<file path="src/rtl/i2c_codec_responder_if.sv">
// I2C line bundle for the codec-control responder.
//   scl_in   : I2C clock line as seen on the bus (sampled, never used as a clock)
//   sda_in   : I2C data line as seen on the bus (wired-AND already resolved)
//   sda_oe   : 1 = responder pulls SDA low (ACK), 0 = released
//   bus_busy : high from START detect to STOP detect
// master modport: the bus side (initiator / bench); slave modport: the responder.
interface i2c_codec_responder_if;
  logic scl_in;
  logic sda_in;
  logic sda_oe;
  logic bus_busy;

  modport master (
    output scl_in,
    output sda_in,
    input  sda_oe,
    input  bus_busy
  );

  modport slave (
    input  scl_in,
    input  sda_in,
    output sda_oe,
    output bus_busy
  );
endinterface

</file>
<file path="src/rtl/i2c_codec_responder.sv">
// I2C target for the write-only 16-bit codec control protocol:
//   START, address byte, {reg[6:0], data[8]}, data[7:0], STOP.
// Holds a 9-bit register file and pulses wr_strobe once per accepted write.
// SCL/SDA are oversampled through 2-FF synchronizers in the clock domain.
//
// Ports:
//   clock, reset_n : system clock, asynchronous active-low reset
//   bus            : I2C lines (scl_in, sda_in in; sda_oe, bus_busy out)
//   wr_strobe      : one-cycle pulse per accepted register write
//   wr_addr/wr_data: register address / data of the last accepted write
//   rd_addr/rd_data: combinational register-file read, 0 beyond NUM_REGS
//
// Build option: define I2C_GLITCH_FILTER_EN to insert a FILTER_LEN-clock
// stability filter after the synchronizers on both lines.
module i2c_codec_responder #(
  parameter logic [6:0]  DEV_ADDR   = 7'h1A,
  parameter int unsigned NUM_REGS   = 10,
  parameter logic [6:0]  RESET_REG  = 7'h0F,
  parameter int unsigned FILTER_LEN = 3
) (
  input  logic                        clock,
  input  logic                        reset_n,
  i2c_codec_responder_if.slave        bus,
  output logic                        wr_strobe,
  output logic [6:0]                  wr_addr,
  output logic [8:0]                  wr_data,
  input  logic [3:0]                  rd_addr,
  output logic [8:0]                  rd_data
);

  typedef enum logic [2:0] {
    StIdle, StAddr, StAddrAck, StByte1, StAck1, StByte2, StAck2, StIgnore
  } state_e;

  // Line vectors: bit 1 = SCL, bit 0 = SDA. Idle bus is high, so reset to 1
  // to avoid phantom edges when reset is released.
  logic [1:0] sync1_q, sync2_q, line_filt, line_prev_q;

  always_ff @(posedge clock or negedge reset_n) begin
    if (!reset_n) begin
      sync1_q <= 2'b11;
      sync2_q <= 2'b11;
    end else begin
      sync1_q <= {bus.scl_in, bus.sda_in};
      sync2_q <= sync1_q;
    end
  end

`ifdef I2C_GLITCH_FILTER_EN
  logic [1:0] filt_q;
  logic [7:0] filt_cnt_q [2];

  // Filtered value follows the raw value only after it has differed for
  // FILTER_LEN consecutive clocks.
  always_ff @(posedge clock or negedge reset_n) begin
    if (!reset_n) begin
      filt_q        <= 2'b11;
      filt_cnt_q[0] <= '0;
      filt_cnt_q[1] <= '0;
    end else begin
      for (int i = 0; i < 2; i++) begin
        if (sync2_q[i] != filt_q[i]) begin
          if (filt_cnt_q[i] >= 8'(FILTER_LEN - 1)) begin
            filt_q[i]     <= sync2_q[i];
            filt_cnt_q[i] <= '0;
          end else begin
            filt_cnt_q[i] <= filt_cnt_q[i] + 8'd1;
          end
        end else begin
          filt_cnt_q[i] <= '0;
        end
      end
    end
  end

  assign line_filt = filt_q;
`else
  assign line_filt = sync2_q;
`endif

  always_ff @(posedge clock or negedge reset_n) begin
    if (!reset_n) line_prev_q <= 2'b11;
    else          line_prev_q <= line_filt;
  end

  logic scl, sda, scl_rise, scl_fall, start_det, stop_det;
  assign scl       = line_filt[1];
  assign sda       = line_filt[0];
  assign scl_rise  = scl & ~line_prev_q[1];
  assign scl_fall  = ~scl & line_prev_q[1];
  // SCL must be high in both samples so an SCL edge never fakes START/STOP.
  assign start_det = scl & line_prev_q[1] & line_prev_q[0] & ~sda;
  assign stop_det  = scl & line_prev_q[1] & ~line_prev_q[0] & sda;

  state_e     state_q, state_d;
  logic [7:0] shift_q, shift_d;
  logic [3:0] bit_cnt_q, bit_cnt_d;
  logic [7:0] byte1_q, byte1_d;
  logic       sda_oe_q, sda_oe_d;
  logic       busy_q, busy_d;
  logic       wr_strobe_q, wr_strobe_d;
  logic [6:0] wr_addr_q, wr_addr_d;
  logic [8:0] wr_data_q, wr_data_d;
  logic       reg_we, reg_clr;
  logic [8:0] regs_q [NUM_REGS];

  // Register address/data of the write in flight, valid once byte 2 is shifted.
  logic [6:0] cur_reg;
  logic [8:0] cur_data;
  assign cur_reg  = byte1_q[7:1];
  assign cur_data = {byte1_q[0], shift_q};

  always_comb begin
    state_d     = state_q;
    shift_d     = shift_q;
    bit_cnt_d   = bit_cnt_q;
    byte1_d     = byte1_q;
    sda_oe_d    = sda_oe_q;
    busy_d      = busy_q;
    wr_strobe_d = 1'b0;
    wr_addr_d   = wr_addr_q;
    wr_data_d   = wr_data_q;
    reg_we      = 1'b0;
    reg_clr     = 1'b0;

    if (start_det) begin
      state_d   = StAddr;
      shift_d   = '0;
      bit_cnt_d = '0;
      sda_oe_d  = 1'b0;
      busy_d    = 1'b1;
    end else if (stop_det) begin
      state_d   = StIdle;
      bit_cnt_d = '0;
      sda_oe_d  = 1'b0;
      busy_d    = 1'b0;
    end else begin
      case (state_q)
        StAddr, StByte1, StByte2: begin
          if (scl_rise && bit_cnt_q < 4'd8) begin
            shift_d   = {shift_q[6:0], sda};
            bit_cnt_d = bit_cnt_q + 4'd1;
          end else if (scl_fall && bit_cnt_q == 4'd8) begin
            bit_cnt_d = '0;
            if (state_q == StAddr) begin
              if (shift_q[7:1] == DEV_ADDR && !shift_q[0]) begin
                state_d  = StAddrAck;
                sda_oe_d = 1'b1;
              end else begin
                state_d  = StIgnore;
              end
            end else if (state_q == StByte1) begin
              byte1_d  = shift_q;
              sda_oe_d = 1'b1;
              state_d  = StAck1;
            end else begin
              if (32'(cur_reg) < NUM_REGS || cur_reg == RESET_REG) begin
                sda_oe_d    = 1'b1;
                wr_strobe_d = 1'b1;
                wr_addr_d   = cur_reg;
                wr_data_d   = cur_data;
                reg_we      = 1'b1;
                reg_clr     = (cur_reg == RESET_REG);
              end
              state_d = StAck2;
            end
          end
        end
        StAddrAck, StAck1, StAck2: begin
          if (scl_fall) begin
            sda_oe_d = 1'b0;
            unique case (state_q)
              StAddrAck: state_d = StByte1;
              StAck1:    state_d = StByte2;
              default:   state_d = StIgnore;
            endcase
          end
        end
        StIdle, StIgnore: ;
        default: state_d = StIdle;
      endcase
    end
  end

  always_ff @(posedge clock or negedge reset_n) begin
    if (!reset_n) begin
      state_q     <= StIdle;
      shift_q     <= '0;
      bit_cnt_q   <= '0;
      byte1_q     <= '0;
      sda_oe_q    <= 1'b0;
      busy_q      <= 1'b0;
      wr_strobe_q <= 1'b0;
      wr_addr_q   <= '0;
      wr_data_q   <= '0;
    end else begin
      state_q     <= state_d;
      shift_q     <= shift_d;
      bit_cnt_q   <= bit_cnt_d;
      byte1_q     <= byte1_d;
      sda_oe_q    <= sda_oe_d;
      busy_q      <= busy_d;
      wr_strobe_q <= wr_strobe_d;
      wr_addr_q   <= wr_addr_d;
      wr_data_q   <= wr_data_d;
    end
  end

  // Clear wins over a write, so a RESET_REG inside the implemented range still clears.
  always_ff @(posedge clock or negedge reset_n) begin
    if (!reset_n) begin
      for (int i = 0; i < int'(NUM_REGS); i++) regs_q[i] <= '0;
    end else begin
      for (int i = 0; i < int'(NUM_REGS); i++) begin
        if (reg_clr) begin
          regs_q[i] <= '0;
        end else if (reg_we && 32'(cur_reg) == i) begin
          regs_q[i] <= cur_data;
        end
      end
    end
  end

  always_comb begin
    rd_data = '0;
    for (int i = 0; i < int'(NUM_REGS); i++) begin
      if (32'(rd_addr) == i) rd_data = regs_q[i];
    end
  end

  assign bus.sda_oe   = sda_oe_q;
  assign bus.bus_busy = busy_q;
  assign wr_strobe    = wr_strobe_q;
  assign wr_addr      = wr_addr_q;
  assign wr_data      = wr_data_q;

endmodule

</file>
<file path="src/flat_wrapper.sv">
// flat-port wrapper written by rule: the top's interface ports become plain ports
module i2c_codec_responder_flat 
#(
  parameter logic [6:0]  DEV_ADDR   = 7'h1A,
  parameter int unsigned NUM_REGS   = 10,
  parameter logic [6:0]  RESET_REG  = 7'h0F,
  parameter int unsigned FILTER_LEN = 3
)
  (clock, reset_n, wr_strobe, wr_addr, wr_data, rd_addr, rd_data, bus_scl_in, bus_sda_in, bus_sda_oe, bus_bus_busy);
  i2c_codec_responder_if bus_i ();
  input  logic clock;
  input  logic reset_n;
  output logic wr_strobe;
  output logic [6:0] wr_addr;
  output logic [8:0] wr_data;
  input  logic [3:0] rd_addr;
  output logic [8:0] rd_data;
  input wire logic [$bits(bus_i.scl_in)-1:0] bus_scl_in;
  input wire logic [$bits(bus_i.sda_in)-1:0] bus_sda_in;
  output wire logic [$bits(bus_i.sda_oe)-1:0] bus_sda_oe;
  output wire logic [$bits(bus_i.bus_busy)-1:0] bus_bus_busy;
  assign bus_i.scl_in = bus_scl_in;
  assign bus_i.sda_in = bus_sda_in;
  assign bus_sda_oe = bus_i.sda_oe;
  assign bus_bus_busy = bus_i.bus_busy;
  i2c_codec_responder #(.DEV_ADDR(DEV_ADDR), .NUM_REGS(NUM_REGS), .RESET_REG(RESET_REG), .FILTER_LEN(FILTER_LEN)) u_core (.clock(clock), .reset_n(reset_n), .bus(bus_i), .wr_strobe(wr_strobe), .wr_addr(wr_addr), .wr_data(wr_data), .rd_addr(rd_addr), .rd_data(rd_data));
endmodule
</file>
<file path="config.mk">
export PLATFORM = sky130hd
export DESIGN_NAME = i2c_codec_responder_flat
export DESIGN_NICKNAME = d
export VERILOG_FILES = /design/src/rtl/i2c_codec_responder_if.sv /design/src/rtl/i2c_codec_responder.sv /design/src/flat_wrapper.sv
export SDC_FILE = /design/constraint.sdc
export NUM_CORES = 1
export LEC_CHECK = 0
export ABC_AREA = 0
export CELL_PAD_IN_SITES_DETAIL_PLACEMENT = 0
export CELL_PAD_IN_SITES_GLOBAL_PLACEMENT = 1
export CORE_AREA = 2 2 134 136
export DETAILED_ROUTE_END_ITERATION = 7
export DIE_AREA = 0 0 136 138
export GPL_TIMING_DRIVEN = 1
export PLACE_DENSITY = 0.76
export SYNTH_ARGS = -nofsm -noshare
export SYNTH_HDL_FRONTEND = slang
export SYNTH_SLANG_ARGS = --single-unit
</file>
<file path="constraint.sdc">
create_clock -name clock -period 2.3 [get_ports clock]
set_input_delay 0.575 -clock clock [delete_from_list [all_inputs] [get_ports clock]]
set_output_delay 0.575 -clock clock [all_outputs]
set_load 0.02 [all_outputs]
</file>
==> results.tsv, run 1 <==
stage	metric	value	unit
setup_path	worstPathCellList	buf_12 > buf_12 > mux4_2 > nor2_4 > a31oi_4 > a2bb2oi_2 > buf_6	
setup_path	path_buf_inv	3	
cells_and_area	layout_filler_cell_count	1553	
timing	max_freq	418.9	MHz
timing	period_minus_slack	2387	ps
floorplan	core_area	17530	µm²
cells_and_area	combined_area_of_the_multi_input_logic_cells	3686	µm²
clocking	cts_num_sinks	138	
cells_and_area	layout_commonest_cell	sky130_fd_sc_hd__dfrtp_1	
setup_path	crit-reg2reg-capture	u_core.regs_q[16]	
clocking	numCtsBuffers	17	
global_route	gr-total-overflow	0	
global_route	number_of_global_route_vias_before_repair	6026	
timing	unrepaired_setup_endpoints_after_global_routing	yes	
synthesis	synth_edf_count	0	
floorplan	die-area	18770	µm²
setup_path	crit_path_max_fanout	7	
synthesis	syn_area_per_cell	10.53	µm²
run_status	violations	negative setup slack	
floorplan	ioPinCount	36	
power	leakage	3.692	nW
run_status	outcome	finished with violations	
setup_path	worstSetupEndpointType	output port	
hold_path	class_of_the_most_critical_hold_timing_path	input port to asynchronous set/reset pin	
timing	slew_headroom	0.4628	
power	vdd_drop_max	0.0006310	V
setup_path	critical_path_class	input port to output port	
route	drt_iter0_markers	506	
cells_and_area	drive_gt1_frac	0.3686	
timing	final_min_period_over_clock_period	1.038	
timing	fin_worst_skew	11.89	ps
setup_path	worst_ep_required_time	1730	ps
synthesis	ys_top_cells_by_area	sky130_fd_sc_hd__dfrtp_1 (44%), sky130_fd_sc_hd__a21oi_2 (11%), sky130_fd_sc_hd__nand3_1 (6.4%)	
synthesis	postSynth.topFlopCell	sky130_fd_sc_hd__dfrtp_1	
clocking	clock_tree_root	sky130_fd_sc_hd__clkbuf_16	
floorplan	core.rowCount	49	
cells_and_area	layout.area.seq	3461	µm²
synthesis	synth_largest_area_cell	sky130_fd_sc_hd__dfrtp_1	
setup_path	reg_to_reg_setup_timing_slack	300	ps
global_route	grt_usage	0.2243	
route	remaining_drc_errors	0	
global_route	grt_pass1_wl	32.93	mm
setup_path	crit_path_start_kind	input port	
clocking	clock_insertion_delay_worst_skew	430	ps
floorplan	die-height	138	µm
placement	dpl.hpwl	12.72	mm
clocking	clk_transition_reported_paths	60	ps
global_route	pin_count_of_the_biggest_net_entering_global_routing	47	
synthesis	seq_area_frac_synth	0.4624	
cells_and_area	final_net_count	763	
placement	routabilityCongestion	0.8460	
synthesis	netlist.area_leader.share	0.4413	
synthesis	postSynthRegisterBits	138	
setup_path	r2r.worst_path.cells	7	
clocking	cts_buffer_depth	2	
floorplan	chipWidth	136	µm
cells_and_area	antenna_cells_inserted	0	
timing	fin_tns_setup	-493.7	ps
route	detail-route-antenna-nets	0	
route	routed_via_density	5.919	
timing	final_hold_violation_count	0	
flow_run	timing.max_cap.violations	0	
cells_and_area	mostFrequentLayoutCells	sky130_fd_sc_hd__dfrtp_1 (132), sky130_fd_sc_hd__a21oi_2 (97), sky130_fd_sc_hd__nand3_1 (95)	
placement	dpl-instance-area	8202	µm²
synthesis	syn-instance-count	711	
timing	timing_worst_slew_pin_value	805.8	ps
global_route	antenna_found_initial	0	
floorplan	floorplan.initialDensity	0.4269	
setup_path	cpPeakStageDelay	550	ps
synthesis	syn-num-nets	721	
cells_and_area	synthToLayoutAreaGrowth	21.78	%
timing	report.final.setup_viol	9	
cells_and_area	design_area_final	9115	µm²
placement	port_buffers	35	
synthesis	netlist_area	7485	µm²
setup_path	timing.critical_path.slowest_stage_cell	sky130_fd_sc_hd__mux4_2	
setup_path	critical_path.top_delay_family	multiplexers	
route	drtPass1Iterations	5	
timing	hold-worst-slack	52.76	ps
synthesis	synth_cell_type_count	58	
placement	pre_cts_slack	-874.7	ps
clocking	clock_tree_from_tritoncts	built	
timing	report.final.slew_viol_count	0	
setup_path	critical_path_arrival	1810	ps
synthesis	yosys_warning_count	0	
setup_path	worst_path_most_repeated_cell	sky130_fd_sc_hd__buf_12	
clocking	cts_hold_buf	0	
route	total_vias_in_the_final_route	5883	
route	route.detailed.wl_per_inst	20.09	µm
power	cellPowerDensity	727.5	nW/µm²
synthesis	ys_async_sr_fraction	1.000	
clocking	htree_num_levels	4	
route	drt_wl_total	19.97	mm
setup_path	crit-reg2reg-launch	u_core.bit_cnt_q[0]	
timing	finalWorstSetupSlack	-87.24	ps
-- layout make-up --
class                           instances  area share
Inverter                                3    0.001235
Clock buffer                           17     0.04667
Tap cell                              229     0.03143
Timing Repair Buffer                   95      0.1098
Sequential cell                       138      0.3797
Clock inverter                         14     0.02677
Multi-Input combinational cell        498      0.4044
-- where the power goes --
group / internal [mW] / leakage [nW] / switching, mW / total, mW
Clock: 2.04 / 0.326 / 1.08 / 3.11
Sequential: 2.52 / 1.89 / 0.129 / 2.65
Combinational: 0.346 / 1.47 / 0.516 / 0.862
Total: 4.91 / 3.69 / 1.72 / 6.63
-- cell usage after synthesis (4+ instances only) --
cell,n
sky130_fd_sc_hd__buf_6,5
sky130_fd_sc_hd__a21oi_1,9
sky130_fd_sc_hd__mux4_2,10
sky130_fd_sc_hd__nand2_1,36
sky130_fd_sc_hd__mux2i_1,11
sky130_fd_sc_hd__mux2_4,6
sky130_fd_sc_hd__a22o_1,9
sky130_fd_sc_hd__nand4_1,4
sky130_fd_sc_hd__nand3b_1,9
sky130_fd_sc_hd__nand3_1,95
sky130_fd_sc_hd__mux2_2,24
sky130_fd_sc_hd__nor2b_1,9
sky130_fd_sc_hd__o21ai_0,94
sky130_fd_sc_hd__a21oi_2,90
sky130_fd_sc_hd__a2bb2oi_1,8
sky130_fd_sc_hd__clkbuf_1,32
sky130_fd_sc_hd__nand2b_1,6
sky130_fd_sc_hd__dfrtp_1,132
sky130_fd_sc_hd__nor2_1,21
sky130_fd_sc_hd__a31oi_1,9
sky130_fd_sc_hd__buf_2,20
sky130_fd_sc_hd__dfstp_2,6
sky130_fd_sc_hd__nand4bb_1,8
sky130_fd_sc_hd__buf_12,10
-- logic make-up (layout without fill, tap and decap cells) --
group           count (synthesis)  after routing  synth area share
buf+inv                        75            129           0.06887
mux                            51             51           0.09295
xor+xnor                        1              1          0.001170
fa+ha+maj                       2              2          0.003343
simple gates                  215            215            0.1593
flops                         138            138            0.4624
compound gates                229            229            0.2120
-- metrics by stage --
| step | total power, mW | cells | utilization |
|---|---|---|---|
| 6_report | 6.631 | 994 | 0.5198 |
| 5_1_grt | 6.867 | 994 | 0.5198 |
| 4_1_cts | 6.662 | 992 | 0.5156 |
| 3_5_place_dp | 3.511 | 958 | 0.4677 |
| 3_3_place_gp | 3.486 | 958 | 0.4677 |
| 2_1_floorplan | 3.144 | 711 | - |
-- sequential cells by signal, indices dropped and copies added (netlist names) --
register / cells
u_core.bit_cnt_q: 4
u_core.bus.bus_busy: 1
u_core.bus.sda_oe: 1
u_core.byte1_q: 8
u_core.line_filt: 2
u_core.line_prev_q: 2
u_core.regs_q: 90
u_core.shift_q: 8
u_core.state_q: 3
u_core.sync1_q: 2
u_core.wr_addr: 7
u_core.wr_data: 9
u_core.wr_strobe: 1
-- worst max-delay path by stage --
stage,from,to,slack (ps),cells after the start
5_1_grt,rd_addr[3],rd_data[7],-140,7
6_report,rd_addr[0],rd_data[6],-90,7
3_5_place_dp,rd_addr[1],rd_data[2],-870,7
2_1_floorplan,rd_addr[0],rd_data[2],5,5
3_3_place_gp,rd_addr[1],rd_data[2],-860,7
4_1_cts,rd_addr[0],rd_data[6],-90,7
-- layer usage --
layer,track usage,up-vias,wire [µm]
met5,0,-,0
met1,0.3109,2984,9191
li1,-,2676,-
met4,0.07456,0,524
met3,0.05537,37,1105
met2,0.3451,186,9147
-- what timing repair did --
action / in CTS / in global routing
resized for setup: 90 / 14
gates cloned: 2 / 0
setup endpoints to repair: 9 / 9
setup buffers: 1 / 2
pin swaps: 8 / 10
Power figures use the tool's default switching activity.
==> inputs of run 2 (changes only) <==
--- a/config.mk
+++ b/config.mk
@@ -12,6 +12,7 @@
 export DETAILED_ROUTE_END_ITERATION = 7
 export DIE_AREA = 0 0 136 138
 export GPL_TIMING_DRIVEN = 1
+export HOLD_SLACK_MARGIN = 0.05
 export PLACE_DENSITY = 0.76
 export SYNTH_ARGS = -nofsm -noshare
 export SYNTH_HDL_FRONTEND = slang
==> results of run 2 <==
The final DEF is identical to that of run 1; final timing and power are the same.
